===== src/rtl/ram_cache_mp_pkg.sv =====
// Shared types and limits for the multi-port single-word read cache in front of one RAM port.
package ram_cache_mp_pkg;

    localparam int NPORTS_MIN = 2;
    localparam int NPORTS_MAX = 8;

    typedef enum logic [0:0] {
        ST_IDLE = 1'b0,
        ST_FILL = 1'b1
    } state_t;

endpackage


===== src/rtl/ram_cache_mp_rr_arbiter.sv =====
// Round-robin arbiter: one-hot grant to the first requester after the last-granted index.
module rr_arbiter #(
    parameter int N = 2
) (
    input  logic         clk,
    input  logic         reset,
    input  logic         en,
    input  logic [N-1:0] req,
    output logic [N-1:0] grant
);

    localparam int PW = (N > 1) ? $clog2(N) : 1;

    logic [PW-1:0] ptr_r;
    logic [PW-1:0] next_ptr_s;
    logic [PW-1:0] idx_s;
    logic [N-1:0]  grant_s;
    logic          found_s;

    // Scan requesters starting just after the last-granted one; first hit wins.
    always_comb begin
        grant_s    = '0;
        next_ptr_s = ptr_r;
        found_s    = 1'b0;
        idx_s      = '0;
        for (int k = 1; k <= N; k++) begin
            idx_s = PW'((int'(ptr_r) + k) % N);
            if (en && !found_s && req[idx_s]) begin
                grant_s[idx_s] = 1'b1;
                next_ptr_s     = idx_s;
                found_s        = 1'b1;
            end else begin
                found_s = found_s;
            end
        end
    end

    assign grant = grant_s;

    // Pointer starts at N-1 so port 0 is served first after reset.
    always_ff @(posedge clk) begin
        if (reset) begin
            ptr_r <= PW'(N - 1);
        end else if (found_s) begin
            ptr_r <= next_ptr_s;
        end else begin
            ptr_r <= ptr_r;
        end
    end

endmodule


===== src/rtl/ram_cache_mp.sv =====
// Per-port one-entry read buffers sharing a single-port RAM; writes go straight through.
// Define RAM_CACHE_MP_STATS_EN to add the stat_hits / stat_misses counters.
module ram_cache_mp
    import ram_cache_mp_pkg::*;
#(
    parameter  int NPORTS = 2,
    parameter  int ADDR_W = 14,
    parameter  int DATA_W = 32,
    localparam int BEN_W  = DATA_W / 8
) (
    input  logic                     clk,
    input  logic                     reset,
    input  logic [NPORTS-1:0]        req_ren,
    input  logic [NPORTS*ADDR_W-1:0] req_addr,
    input  logic [NPORTS*BEN_W-1:0]  req_ben,
    input  logic [NPORTS*DATA_W-1:0] req_wdata,
    output logic [NPORTS*DATA_W-1:0] req_rdata,
    output logic [NPORTS-1:0]        req_miss,
    output logic [ADDR_W-1:0]        mem_addr,
    output logic [DATA_W-1:0]        mem_wdata,
    output logic [BEN_W-1:0]         mem_ben,
    output logic                     mem_wen,
    input  logic [DATA_W-1:0]        mem_rdata
`ifdef RAM_CACHE_MP_STATS_EN
    ,
    output logic [31:0]              stat_hits,
    output logic [31:0]              stat_misses
`endif
);

    localparam int PW = $clog2(NPORTS);

    if (NPORTS < NPORTS_MIN || NPORTS > NPORTS_MAX) begin : g_bad_nports
        $error("ram_cache_mp: NPORTS out of range");
    end

    state_t            state_r;
    logic [NPORTS-1:0] valid_r;
    logic [ADDR_W-1:0] tag_r  [NPORTS];
    logic [DATA_W-1:0] data_r [NPORTS];
    logic [ADDR_W-1:0] fill_addr_r;
    logic [PW-1:0]     fill_port_r;

    logic [NPORTS-1:0] is_wr_s;
    logic [NPORTS-1:0] hit_s;
    logic [NPORTS-1:0] need_s;
    logic [NPORTS-1:0] grant_s;
    logic              arb_en_s;
    logic              gnt_any_s;
    logic              gnt_wr_s;
    logic [PW-1:0]     gnt_idx_s;
    logic [ADDR_W-1:0] gnt_addr_s;

    function automatic logic [DATA_W-1:0] merge_bytes(
        input logic [DATA_W-1:0] old_data,
        input logic [DATA_W-1:0] new_data,
        input logic [BEN_W-1:0]  ben
    );
        merge_bytes = old_data;
        for (int b = 0; b < BEN_W; b++) begin
            if (ben[b]) begin
                merge_bytes[b*8 +: 8] = new_data[b*8 +: 8];
            end
        end
    endfunction

    // Per-port hit/need decode straight from the current request inputs.
    always_comb begin
        is_wr_s   = '0;
        hit_s     = '0;
        need_s    = '0;
        req_miss  = '0;
        req_rdata = '0;
        for (int p = 0; p < NPORTS; p++) begin
            is_wr_s[p] = req_ren[p] && (req_ben[p*BEN_W +: BEN_W] != '0);
            hit_s[p]   = req_ren[p] && !is_wr_s[p] && valid_r[p]
                         && (tag_r[p] == req_addr[p*ADDR_W +: ADDR_W]);
            need_s[p]  = req_ren[p] && !hit_s[p];
            // A granted write completes in its own cycle, so only it drops the stall.
            req_miss[p] = !reset && need_s[p] && !(grant_s[p] && is_wr_s[p]);
            req_rdata[p*DATA_W +: DATA_W] = data_r[p];
        end
    end

    assign arb_en_s = (state_r == ST_IDLE) && !reset;

    rr_arbiter #(.N(NPORTS)) u_arb (
        .clk   (clk),
        .reset (reset),
        .en    (arb_en_s),
        .req   (need_s),
        .grant (grant_s)
    );

    // Turn the one-hot grant into the RAM command; the bus idles at zero.
    always_comb begin
        gnt_idx_s = '0;
        for (int p = 0; p < NPORTS; p++) begin
            gnt_idx_s = grant_s[p] ? PW'(p) : gnt_idx_s;
        end
        gnt_any_s  = |grant_s;
        gnt_wr_s   = gnt_any_s && is_wr_s[gnt_idx_s];
        gnt_addr_s = req_addr[gnt_idx_s*ADDR_W +: ADDR_W];
        mem_addr   = gnt_any_s ? gnt_addr_s : '0;
        mem_wen    = gnt_wr_s;
        mem_ben    = gnt_wr_s ? req_ben[gnt_idx_s*BEN_W +: BEN_W] : '0;
        mem_wdata  = gnt_wr_s ? req_wdata[gnt_idx_s*DATA_W +: DATA_W] : '0;
    end

    // FSM, fill capture and write-merge into every buffer holding the written word.
    always_ff @(posedge clk) begin
        if (reset) begin
            state_r     <= ST_IDLE;
            valid_r     <= '0;
            fill_addr_r <= '0;
            fill_port_r <= '0;
            for (int p = 0; p < NPORTS; p++) begin
                tag_r[p]  <= '0;
                data_r[p] <= '0;
            end
        end else begin
            case (state_r)
                ST_IDLE: begin
                    if (gnt_any_s && !gnt_wr_s) begin
                        state_r     <= ST_FILL;
                        fill_addr_r <= gnt_addr_s;
                        fill_port_r <= gnt_idx_s;
                    end else begin
                        state_r <= ST_IDLE;
                    end
                    for (int p = 0; p < NPORTS; p++) begin
                        if (gnt_wr_s && valid_r[p] && (tag_r[p] == gnt_addr_s)) begin
                            data_r[p] <= merge_bytes(data_r[p], mem_wdata, mem_ben);
                        end
                    end
                end
                ST_FILL: begin
                    // Tag comes from the issued address, not the port's current one.
                    state_r <= ST_IDLE;
                    for (int p = 0; p < NPORTS; p++) begin
                        if (PW'(p) == fill_port_r) begin
                            valid_r[p] <= 1'b1;
                            tag_r[p]   <= fill_addr_r;
                            data_r[p]  <= mem_rdata;
                        end
                    end
                end
                default: begin
                    state_r <= ST_IDLE;
                end
            endcase
        end
    end

`ifdef RAM_CACHE_MP_STATS_EN
    logic [31:0] hits_r;
    logic [31:0] misses_r;

    // Hits add one per hitting port per cycle; misses count read grants.
    always_ff @(posedge clk) begin
        if (reset) begin
            hits_r   <= 32'd0;
            misses_r <= 32'd0;
        end else begin
            hits_r   <= hits_r + 32'($countones(hit_s));
            misses_r <= misses_r + {31'd0, (gnt_any_s && !gnt_wr_s)};
        end
    end

    assign stat_hits   = hits_r;
    assign stat_misses = misses_r;
`endif

endmodule


===== config.mk =====
export PLATFORM = sky130hd
export DESIGN_NAME = ram_cache_mp
export DESIGN_NICKNAME = d
export VERILOG_FILES = /design/src/rtl/ram_cache_mp_pkg.sv /design/src/rtl/ram_cache_mp_rr_arbiter.sv /design/src/rtl/ram_cache_mp.sv
export SDC_FILE = /design/constraint.sdc
export NUM_CORES = 1
export LEC_CHECK = 0
export CORE_UTILIZATION = 45
export DETAILED_ROUTE_END_ITERATION = 12
export GPL_ROUTABILITY_DRIVEN = 0
export PLACE_DENSITY = 0.85
export SLEW_MARGIN = 20
export SYNTH_ARGS = -nofsm -noshare
export SYNTH_HDL_FRONTEND = slang
export SYNTH_SLANG_ARGS = --single-unit
export TNS_END_PERCENT = 30

===== constraint.sdc =====
create_clock -name clk -period 6.7 [get_ports clk]
set_input_delay 1.34 -clock clk [delete_from_list [all_inputs] [get_ports clk]]
set_output_delay 1.34 -clock clk [all_outputs]
set_load 0.01 [all_outputs]

Word-level counts from Yosys, hierarchy flattened
Memory sizes are Yosys's and may differ from the RTL's.
Cells that the tools add are included.
{ "classes": {"addsub": 2, "mul": 1, "order_cmp": 5, "eq_ne": 4, "shift": 3, "mux": 78, "bitwise_logic": 9, "reduce_logical": 45} }
{ "ops": {"columns": ["cell", "count"], "rows": [
  ["2-to-1 mux 8 bit", 32],
  ["2-to-1 mux 32 bit", 5],
  ["variable part select 64 x 7 -> 32 bit", 1],
  ["equality test 14 bit", 4],
  ["2-to-1 mux 14 bit", 3],
  ["2-to-1 mux 1 bit", 32],
  ["logical AND 1 bit", 28],
  ["variable part select 28 x 6 -> 14 bit", 1],
  ["zero test 1 bit", 9],
  ["AND reduction 2 bit", 4],
  ["nonzero test 4 bit", 2],
  ["variable part select 8 x 4 -> 4 bit", 1],
  ["< comparator 1 x 2 -> 1 bit (second input constant)", 3],
  ["OR 1 bit", 6],
  ["multiplier 1 x 3 -> 4 bit (second input constant)", 1],
  ["2-to-1 mux 2 bit", 2],
  ["2-to-1 mux 4 bit", 1],
  ["adder 1 bit (second input constant)", 2],
  ["demux 1 bit (select 1 bit)", 2],
  ["greater-or-equal comparator 1 bit (second input constant)", 2],
  ["NOT 1 bit", 2],
  ["OR 2 bit", 1],
  ["case mux 1 bit (2 select lines)", 1],
  ["nonzero test 2 bit", 1],
  ["OR reduction 2 bit", 1]
]} }
{ "totals": {"reg_bits": 19, "ram_bits": 92, "input_bits": 136, "out_inout_bits": 117, "elab_cells": 155, "mem_count": 2} }
{ "mem_list": {"columns": ["name", "words", "width", "read_ports", "rd_clocked_by_memory_dff", "write_ports", "line", "source"], "rows": [
  ["data_r", 2, 32, 2, 0, 2, "ram_cache_mp.sv:40", "logic [DATA_W-1:0] data_r [NPORTS];"],
  ["tag_r", 2, 14, 2, 0, 2, "ram_cache_mp.sv:39", "logic [ADDR_W-1:0] tag_r [NPORTS];"]
]} }

Longest topological paths before layout
Gate-level depths: netlist of run 1.
{ "depth": {"word_depth": 28, "depth_mapped": 12, "depth_no_buf": 8} }

Modules after synthesis
From an unflattened synthesis of run 1, not the netlist that was laid out.
{ "unflattened": {"cells_unflattened": 445, "area_unflattened_um2": 5575.3} }
{ "modules_own_cells": {"columns": ["module", "instances", "cells_each", "area_per_inst_um2"], "rows": [
  ["ram_cache_mp", 1, 437, 5516.5],
  ["rr_arbiter", 1, 8, 58.8]
]} }

Least setup slack after synthesis of run 1
No wires, ideal clock.
{ "synth_timing": {"path_type": "input-to-output", "startpoint": "in req_ben[1]", "endpoint": "out mem_wdata[19]", "arrival_ns": 3.566, "required_ns": 5.360, "slack_ns": 1.794, "cell_stages": 11, "n_path_buf": 3, "path_cell_list": "or4_1 -> nor3_1 -> nand4_1 -> o31a_1 -> buf_2 -> nor2_2 -> buf_6 -> buf_4 -> mux2i_1 -> or2_1 -> inv_1"} }
{ "synth_via": {"elab_chain_len": 21} }
{ "synth_lines": {"columns": ["item", "line", "source"], "rows": [
  ["from (decl)", "ram_cache_mp.sv:15", "input logic [NPORTS*BEN_W-1:0] req_ben,"],
  ["nonzero test 4 bit (*)", "ram_cache_mp.sv:75", "is_wr_s[p] = req_ren[p] && (req_ben[p*BEN_W +: BEN_W] != '0);"],
  ["logical AND 1 bit (*)", "ram_cache_mp.sv:75", null],
  ["parallel branches: the longest is 18 deep, another holds zero test 1 bit", null, null],
  ["2-to-1 mux 32 bit (*)", "ram_cache_mp.sv:107", "mem_wdata = gnt_wr_s ? req_wdata[gnt_idx_s*DATA_W +: DATA_W] : '0;"],
  ["to (decl)", "ram_cache_mp.sv:20", "output logic [DATA_W-1:0] mem_wdata,"]
]} }
Every way passes the cells marked *. The select of a mux whose other input is x is not followed.

Worst setup path in the final report of run 1
{ "layout_timing": {"startpoint": "in req_ben[5]", "endpoint": "out mem_wdata[11]"} }
Same word-level chain as after synthesis.

==> impl_metrics.csv, run 1 <==
group,metric,value,unit
clock_tree,numCtsBuffers,9,
sta,finalCriticalPeriod,6.32,ns
critical_path,path_cells,"clkdlybuf4s50_1 > nor4_1 > nand3_1 > o311ai_0 > a21boi_2 > buf_4 > or2_2 > inv_1 > clkdlybuf4s50_1",
critical_path,r2r_slack,2.25,ns
sta,fin_crit_sh,0.943,
clock_tree,clk_latency,0.35,ns
placement,dp_cells,941,
global_routing,grtUsageMet3,0.0465,
clock_tree,cts_resized,0,
global_routing,busiest_layer,"met2",
critical_path,crit_top_cell,"clkdlybuf4s50_1",
power_and_ir_drop,p_per_area,195,mW/mm²
drt,drt_iter0_drc,498,
finish,area_growth,51.5,%
floorplanning,core,0.0126,mm²
yosys,ys_seq_area_frac,0.542,
status,status,"complete, no violations",
drt,wl_per_cell,19.5,µm
clock_tree,clockBufferDepth,2,
critical_path,worst_setup_path_end_kind,"primary output",
placement,place_ws,0.476,ns
global_routing,gr-usage-met1,0.320,
yosys,synth_edf_count,92,
drt,drt_first_pass_iters,5,
sta,drv_slew,0,
hold_path,hold_depth,2,
hold_path,min_to,"fill_addr_r[8]",
global_routing,grt-ovfl-total,0,
sta,relSlewSlack,0.299,
finish,final_common_cell,"clkdlybuf4s50_1",
sta,tns,0,ns
finish,layout-drive-gt1-share,0.0509,
yosys,avgSynthCellArea,10.7,µm²
critical_path,worstSetupPathType,"in2out",
yosys,async_flop_share,0,
sta,fin_ws,0.384,ns
drt,route.detailed.drc,0,
global_routing,grt_pass1_vias,5110,
global_routing,grt_pass1_wl,27700,µm
yosys,syn-instance-count,540,
critical_path,r2r_end,"data_r[0][20]",
critical_path,critPathMaxFanout,21,
finish,register_area,0.00314,mm²
critical_path,cp.required,5.36,ns
critical_path,arrival,4.98,ns
critical_path,ff2ff_path_depth,9,
critical_path,cpPeakStageDelay,0.68,ns
floorplanning,die_h,116,µm
sta,hold_viol,0,
finish,layout_common_cells,"252 x clkdlybuf4s50_1, 92 x edfxtp_1, 46 x mux2i_1, 44 x xor2_1, 43 x nand2_1",
yosys,synth_flop_cell,"edfxtp_1",
clock_tree,cts.htree.levels,3,
power_and_ir_drop,ir_worst_vdd,0.000144,V
floorplanning,rows,41,
sta,tightest_slew,1.05,ns
placement,dp.final_hpwl,14400,µm
floorplanning,pin_count,253,
clock_tree,cts_root_buf,"clkbuf_16",
clock_tree,clkTransAtPathRegs,0.06,ns
yosys,post_synth_instance_area,0.00580,mm²
critical_path,cp-start-kind,"input pin",
finish,utilization,0.699,
floorplanning,start_util,0.461,
sta,timing.fmax,0.158,GHz
yosys,synth_nets,676,
drt,vias_per_cell,5.47,
finish,nets,917,
yosys,synth-seq-cells,111,
global_routing,grt_max_degree,47,
power_and_ir_drop,p_leak,0.00332,µW
global_routing,antenna_found_initial,0,
hold_path,hold_path.startpoint,"fill_addr_r[8]",
clock_tree,cts_sinks,111,
finish,stdcell_count,958,
yosys,netlist-cell-type-count,43,
sta,setup_viol,0,
job,timing.max_cap.violations,0,
critical_path,timing.rr.start,"tag_r[0][13]",
clock_tree,post-cts-setup-buffer-count,0,
global_routing,gr-usage-all-layers,0.279,
placement,portBuffers,252,
hold_path,holdCritPathClass,"reg2reg",
yosys,yosysWarnings,0,
finish,fillCellCount,892,
floorplanning,dieArea,0.0133,mm²
critical_path,crit_slowest_cell,"nor4_1",
floorplanning,die_w,116,µm
sta,clock_skew,0.00857,ns
finish,multi_input_area,0.00240,mm²
drt,postRouteAntennaNets,0,
finish,antenna_cells,0,
drt,drt_wl_total,18700,µm
drt,vias,5245,
global_routing,gr-usage-met2,0.509,
clock_tree,hold_buffers,0,
clock_tree,cts_tree,"done",
sta,rsz0062_at_grt,"no",
==> sequential cells by signal (all words and copies together), names as in the netlist <==
name and flops:
tag_r 28, fill_addr_r 14, state_r 1, data_r 64, u_arb.ptr_r 1, valid_r 2
fill_port_r 1
==> worst max-delay path, delay by kind of cell <==
family,cells,cell delay [ns]
buffers and inverters,4,1.37
and+or+nand+nor,3,1.26
AOI/OAI and AO/OA,2,1.00
==> final cells by class <==
type / count / share of cell area
flip-flops and latches: 111 / 0.358
repair buffers: 259 / 0.294
multi-input cells: 359 / 0.273
clock buffers: 11 / 0.0265
well taps: 172 / 0.0245
inverters: 41 / 0.0175
clock inverters: 5 / 0.00669
==> routing by layer <==
metal	wire [µm]	share of wire
met5	0	0
met1	6980	0.37
met3	1440	0.077
met2	9600	0.51
met4	677	0.036
==> cell families after synthesis <==
group,synth area share
AO/OA/AOI/OAI,0.103
XOR/XNOR,0.0770
buffers and inverters,0.0507
flip-flops,0.542
multiplexers,0.0794
AND/OR/NAND/NOR,0.148
==> cell usage after synthesis (all sizes together) (16+ instances only) <==
cell type,count,share of area
inv,41,0.027
a211oi,20,0.026
and2,16,0.017
o21ai,41,0.035
edfxtp,92,0.48
xor2,44,0.066
dfxtp,19,0.066
or2,32,0.035
nor2,40,0.026
nand2,43,0.028
mux2i,46,0.079
clkbuf,16,0.010
==> worst max-delay path by stage <==
stage / start / slack (ns) / cells past startpoint / to
after floorplan: req_ben[1] / 1.79 / 11 / mem_wdata[19]
after global routing: req_ben[5] / 0.21 / 9 / mem_wdata[11]
after CTS: req_ben[5] / 0.46 / 9 / mem_wdata[11]
after global placement: req_ben[1] / 0.65 / 11 / mem_wdata[30]
after detailed placement: req_ben[5] / 0.48 / 9 / mem_wdata[11]
final: req_ben[5] / 0.38 / 9 / mem_wdata[11]
==> stage by stage <==
stage | hold slack [ns] | total power (µW) | area [µm²]
3_3_place_gp | 0.484 | 1190 | 8480
6_report | 0.496 | 1720 | 8790
5_1_grt | 0.529 | 1770 | 8790
3_5_place_dp | 0.487 | 1200 | 8480
2_1_floorplan | 0.455 | 977 | 5800
4_1_cts | 0.497 | 1720 | 8770
==> power by group <==
group	total, µW	switching (µW)	internal [µW]
clock network	528	238	290
logic	378	173	205
registers	812	21.1	791
total	1720	431	1290
No activity file was read; power rests on OpenSTA's default activity.
==> inputs of run 2 (changes only) <==
--- a/config.mk
+++ b/config.mk
@@ -8,7 +8,9 @@
 export CORE_UTILIZATION = 45
 export DETAILED_ROUTE_END_ITERATION = 12
 export GPL_ROUTABILITY_DRIVEN = 0
+export MAX_ROUTING_LAYER = met4
 export PLACE_DENSITY = 0.85
+export SKIP_LAST_GASP = 1
 export SLEW_MARGIN = 20
 export SYNTH_ARGS = -nofsm -noshare
 export SYNTH_HDL_FRONTEND = slang
==> impl_metrics.csv, run 2 (synthesized netlist as in run 1, its figures left out) <==
group,metric,value,unit
critical_path,critPathBufInv,4,
floorplanning,die_h,116,µm
drt,top_layer_used,"met4",
clock_tree,clkTransAtPathRegs,0.07,ns
drt,vias,5242,
drt,vias_per_cell,5.47,
placement,dp.final_hpwl,14400,µm
global_routing,grt_max_degree,47,
finish,nets,917,
critical_path,crit_slowest_cell,"nor4_1",
finish,final_area,0.00879,mm²
clock_tree,numCtsBuffers,9,
clock_tree,clk_latency,0.35,ns
floorplanning,die_w,116,µm
power_and_ir_drop,p_leak,0.00332,µW
critical_path,critPathMaxFanout,21,
clock_tree,cts_root_buf,"clkbuf_16",
job,timing.max_cap.violations,0,
sta,fin_crit_sh,0.951,
floorplanning,start_util,0.461,
finish,final_common_cell,"clkdlybuf4s50_1",
clock_tree,cts.htree.levels,3,
drt,dr_wl_met2,9600,µm
drt,wl_met1,6920,µm
power_and_ir_drop,ir_worst_vdd,0.000146,V
finish,area_growth,51.5,%
sta,rsz0062_at_grt,"no",
global_routing,gr-usage-all-layers,0.288,
drt,postRouteAntennaNets,0,
drt,drt_iter0_drc,477,
critical_path,worst_setup_path_end_kind,"primary output",
finish,top_regs,"data_r: 64 flops, tag_r: 28 flops, fill_addr_r: 14 flops",
floorplanning,pin_count,253,
placement,place_area,0.00848,mm²
drt,drt_first_pass_iters,5,
critical_path,crit_top_cell,"clkdlybuf4s50_1",
clock_tree,cts_resized,0,
finish,antenna_cells,0,
sta,drv_slew,0,
sta,tightest_slew,1.07,ns
critical_path,cp-start-kind,"input pin",
critical_path,arrival,5.03,ns
global_routing,grt-ovfl-total,0,
floorplanning,rows,41,
sta,clock_skew,0.0111,ns
clock_tree,clockBufferDepth,2,
global_routing,grt_pass1_vias,5120,
floorplanning,dieArea,0.0133,mm²
critical_path,cp_top_family,"buffers and inverters",
sta,tns,0,ns
critical_path,path_cells,"clkdlybuf4s50_1 > nor4_1 > nand3_1 > o311ai_0 > a21boi_2 > buf_4 > or2_2 > inv_1 > clkdlybuf4s50_1",
drt,drt_wl_total,18700,µm
clock_tree,post-cts-setup-buffer-count,0,
power_and_ir_drop,p_per_area,196,mW/mm²
finish,largest_reg_flops,64,
sta,relSlewSlack,0.283,
finish,regMostFlops,"data_r",
critical_path,worstSetupPathType,"in2out",
floorplanning,core,0.0126,mm²
clock_tree,cts_sinks,111,
sta,finalCriticalPeriod,6.37,ns
drt,route.detailed.drc,0,
sta,setup_viol,0,
critical_path,cpPeakStageDelay,0.74,ns
drt,wl_per_cell,19.6,µm
sta,hold_viol,0,
clock_tree,cts_tree,"done",
critical_path,cp.required,5.36,ns
finish,layout_common_cells,"252 x clkdlybuf4s50_1, 92 x edfxtp_1, 46 x mux2i_1, 44 x xor2_1, 43 x nand2_1",
hold_path,holdCritPathClass,"reg2reg",
finish,layout-drive-gt1-share,0.0509,
placement,portBuffers,252,
global_routing,antenna_found_initial,0,
global_routing,grt_pass1_wl,27600,µm
drt,wl_met3,1600,µm
clock_tree,hold_buffers,0,
status,status,"complete, no violations",
sta,timing.fmax,0.157,GHz
run 2: metal layers:
metal,vias up,GRT usage
li1,2385,-
met1,2489,0.319
met2,322,0.511
met3,46,0.0455
met4,0,0.126
met5,-,-
run 2: path summary, 6_finish.rpt:
check                   endpoint           start  slack [ns]  cells past startpoint
hold / removal    fill_addr_r[1]  fill_addr_r[1]        0.50                      2
setup reg to reg   data_r[0][20]    tag_r[0][13]        2.27                      9
setup / recovery   mem_wdata[11]      req_ben[5]        0.33                      9
hold reg to reg   fill_addr_r[1]  fill_addr_r[1]        0.50                      2
run 2: final cells by class:
class                      instances  area (µm²)
fill                             892        3780
sequential                       111        3140
timing repair buffer             259        2590
multi-input combinational        359        2400
clock buffer                      11         233
tap                              172         215
inverter                          41         154
clock inverter                     5        58.8
run 2: where the power goes:
part	switching [µW]	total, µW	internal [µW]
sequential	21.1	812	791
combinational	173	378	205
clock	242	532	290
total	436	1720	1290
run 2: metrics by stage:
| step | total power [µW] | utilization | worst slack (ns) | hold slack (ns) | instances |
|---|---|---|---|---|---|
| CTS | 1720 | 0.698 | 0.462 | 0.497 | 957 |
| global route | 1770 | 0.699 | 0.246 | 0.529 | 958 |
| floorplan | 977 | - | 1.79 | 0.455 | 540 |
| detailed placement | 1200 | 0.674 | 0.476 | 0.487 | 941 |
| finish | 1720 | 0.699 | 0.328 | 0.496 | 958 |
| global placement | 1190 | 0.674 | 0.646 | 0.484 | 941 |
run 2: worst register-to-register path, cell delays in order, from the launching register on:
cell and delay [ns]:
edfxtp_1 0.43, xor2_1 0.20, nor4_1 0.32, nand3_1 0.27, o31ai_2 0.56, nand3_1 0.17
a21o_1 0.24, a32oi_4 0.74, buf_4 0.38, a2bb2oi_1 0.76
==> inputs of run 3 (changes only) <==
--- a/config.mk
+++ b/config.mk
@@ -5,6 +5,7 @@
 export SDC_FILE = /design/constraint.sdc
 export NUM_CORES = 1
 export LEC_CHECK = 0
+export CORE_MARGIN = 2
 export CORE_UTILIZATION = 45
 export DETAILED_ROUTE_END_ITERATION = 12
 export GPL_ROUTABILITY_DRIVEN = 0
==> impl_metrics.csv, run 3 (synthesized netlist as in run 1, its figures left out) <==
group,metric,value,unit
floorplanning,core,0.0126,mm²
critical_path,worst_setup_path_end_kind,"primary output",
hold_path,hold_depth,2,
critical_path,arrival,4.89,ns
finish,final_common_cell,"clkdlybuf4s50_1",
hold_path,hold_path.startpoint,"fill_addr_r[10]",
critical_path,timing.rr.start,"tag_r[0][4]",
placement,portBuffers,252,
clock_tree,cts_tree,"done",
drt,route.detailed.drc,0,
critical_path,ff2ff_path_depth,10,
power_and_ir_drop,p_sw,445,µW
drt,vias,5099,
drt,drt_iter0_drc,462,
sta,clock_skew,0.0126,ns
critical_path,r2r_slack,2.74,ns
power_and_ir_drop,switching_share,0.261,
finish,regMostFlops,"data_r",
clock_tree,cts_root_buf,"clkbuf_16",
placement,dp.final_hpwl,14200,µm
clock_tree,cts.htree.levels,3,
power_and_ir_drop,ir_worst_vdd,0.000118,V
sta,relSlewSlack,0.261,
power_and_ir_drop,p_comb_frac,0.222,
status,status,"complete, no violations",
drt,vias_per_cell,5.31,
critical_path,critPathMaxFanout,49,
clock_tree,clk_latency,0.35,ns
finish,layout_common_cells,"252 x clkdlybuf4s50_1, 92 x edfxtp_1, 46 x mux2i_1, 44 x xor2_1, 43 x nand2_1",
critical_path,cp-start-kind,"input pin",
global_routing,grt_max_degree,50,
sta,drv_slew,0,
power_and_ir_drop,p_leak,0.00333,µW
power_and_ir_drop,clockPowerShare,0.302,
drt,postRouteAntennaNets,0,
power_and_ir_drop,p_int,1260,µW
job,timing.max_cap.violations,0,
sta,rsz0062_at_grt,"no",
floorplanning,pin_count,253,
sta,setup_viol,0,
global_routing,antenna_found_initial,0,
sta,tns,0,ns
critical_path,worstSetupPathType,"in2out",
power_and_ir_drop,p_per_area,194,mW/mm²
placement,dp_cells,944,
drt,drt_first_pass_iters,8,
clock_tree,post-cts-setup-buffer-count,0,
floorplanning,dieArea,0.0138,mm²
finish,largest_reg_flops,64,
clock_tree,numCtsBuffers,9,
sta,tightest_slew,1.11,ns
finish,nets,919,
clock_tree,clkTransAtPathRegs,0.07,ns
global_routing,gr-usage-all-layers,0.270,
power_and_ir_drop,pwr-share-seq,0.476,
sta,fin_crit_sh,0.929,
clock_tree,hold_buffers,0,
finish,layout-drive-gt1-share,0.0546,
global_routing,grt_pass1_wl,28200,µm
clock_tree,cts_resized,0,
power_and_ir_drop,fin_total_pwr,1700,µW
sta,fin_ws,0.475,ns
global_routing,grt_pass1_vias,5094,
floorplanning,die_w,118,µm
finish,top_regs,"data_r: 64 flops, tag_r: 28 flops, fill_addr_r: 14 flops",
finish,stdcell_count,960,
floorplanning,start_util,0.460,
sta,timing.fmax,0.161,GHz
hold_path,holdCritPathClass,"reg2reg",
critical_path,r2r_end,"data_r[0][57]",
placement,place_ws,0.555,ns
sta,hold_viol,0,
hold_path,min_to,"fill_addr_r[10]",
floorplanning,rows,41,
clock_tree,clockBufferDepth,2,
clock_tree,cts_sinks,111,
floorplanning,die_h,118,µm
drt,drt_wl_total,18200,µm
sta,finalCriticalPeriod,6.23,ns
global_routing,grt-ovfl-total,0,
finish,fillCellCount,929,
finish,antenna_cells,0,
drt,wl_per_cell,18.9,µm
finish,area_growth,51.7,%
critical_path,cp.required,5.36,ns
run 3: changes by cell type in the layout (fill, tap and decap cells not counted), sizes merged:
cell	previous run	this run
inv	41	46
buf	7	9
clkbuf	11	9
clkinvlp	2	0
bufinv	1	0
run 3: worst max path at each step:
stage / slack, ns / endpoint / start / cells after the start
2_1_floorplan: 1.79 / mem_wdata[19] / req_ben[1] / 11
3_3_place_gp: 0.67 / mem_wdata[18] / req_ben[0] / 11
3_5_place_dp: 0.55 / mem_wdata[17] / req_ben[1] / 11
4_1_cts: 0.54 / mem_wdata[17] / req_ben[1] / 11
5_1_grt: 0.33 / mem_wdata[31] / req_ben[1] / 11
6_report: 0.47 / mem_wdata[17] / req_ben[1] / 11
run 3: area by class of cell:
class | count | area, µm² | area share
Sequential cell | 111 | 3140 | 0.357
Tap cell | 172 | 215 | 0.0245
Clock inverter | 7 | 61.3 | 0.00697
Multi-Input combinational cell | 359 | 2400 | 0.272
Timing Repair Buffer | 261 | 2600 | 0.296
Clock buffer | 9 | 225 | 0.0256
Inverter | 41 | 154 | 0.0175
run 3: metal layers:
layer / up-vias / wire length, µm / track usage
met5: - / 0 / -
met4: 0 / 567 / 0.0941
met3: 44 / 1390 / 0.0673
met2: 254 / 9100 / 0.460
met1: 2417 / 7130 / 0.312
li1: 2384 / - / -
run 3: per-stage QoR:
step	area, µm²	util	hold slack [ns]
6_report	8800	0.697	0.496
5_1_grt	8800	0.697	0.518
4_1_cts	8800	0.697	0.496
3_5_place_dp	8510	0.674	0.487
3_3_place_gp	8510	0.674	0.483
2_1_floorplan	5800	-	0.455
run 3: critical path: stages:
cell	delay, ns
clkdlybuf4s50_1	0.46
or4_1	0.61
nor3_1	0.24
nand4_1	0.21
o31a_1	0.45
nor2_4	0.17
buf_12	0.34
mux2i_1	0.14
or2_2	0.31
inv_1	0.07
clkdlybuf4s50_1	0.53
run 3: power by group through the flow:
| stage | sequential [µW] | combinational (µW) | clock (µW) |
|---|---|---|---|
| floorplan | 834 | 144 | 0 |
| global placement | 824 | 369 | 0 |
| detailed placement | 826 | 376 | 0 |
| CTS | 811 | 378 | 519 |
| global route | 815 | 402 | 549 |
| finish | 811 | 377 | 514 |
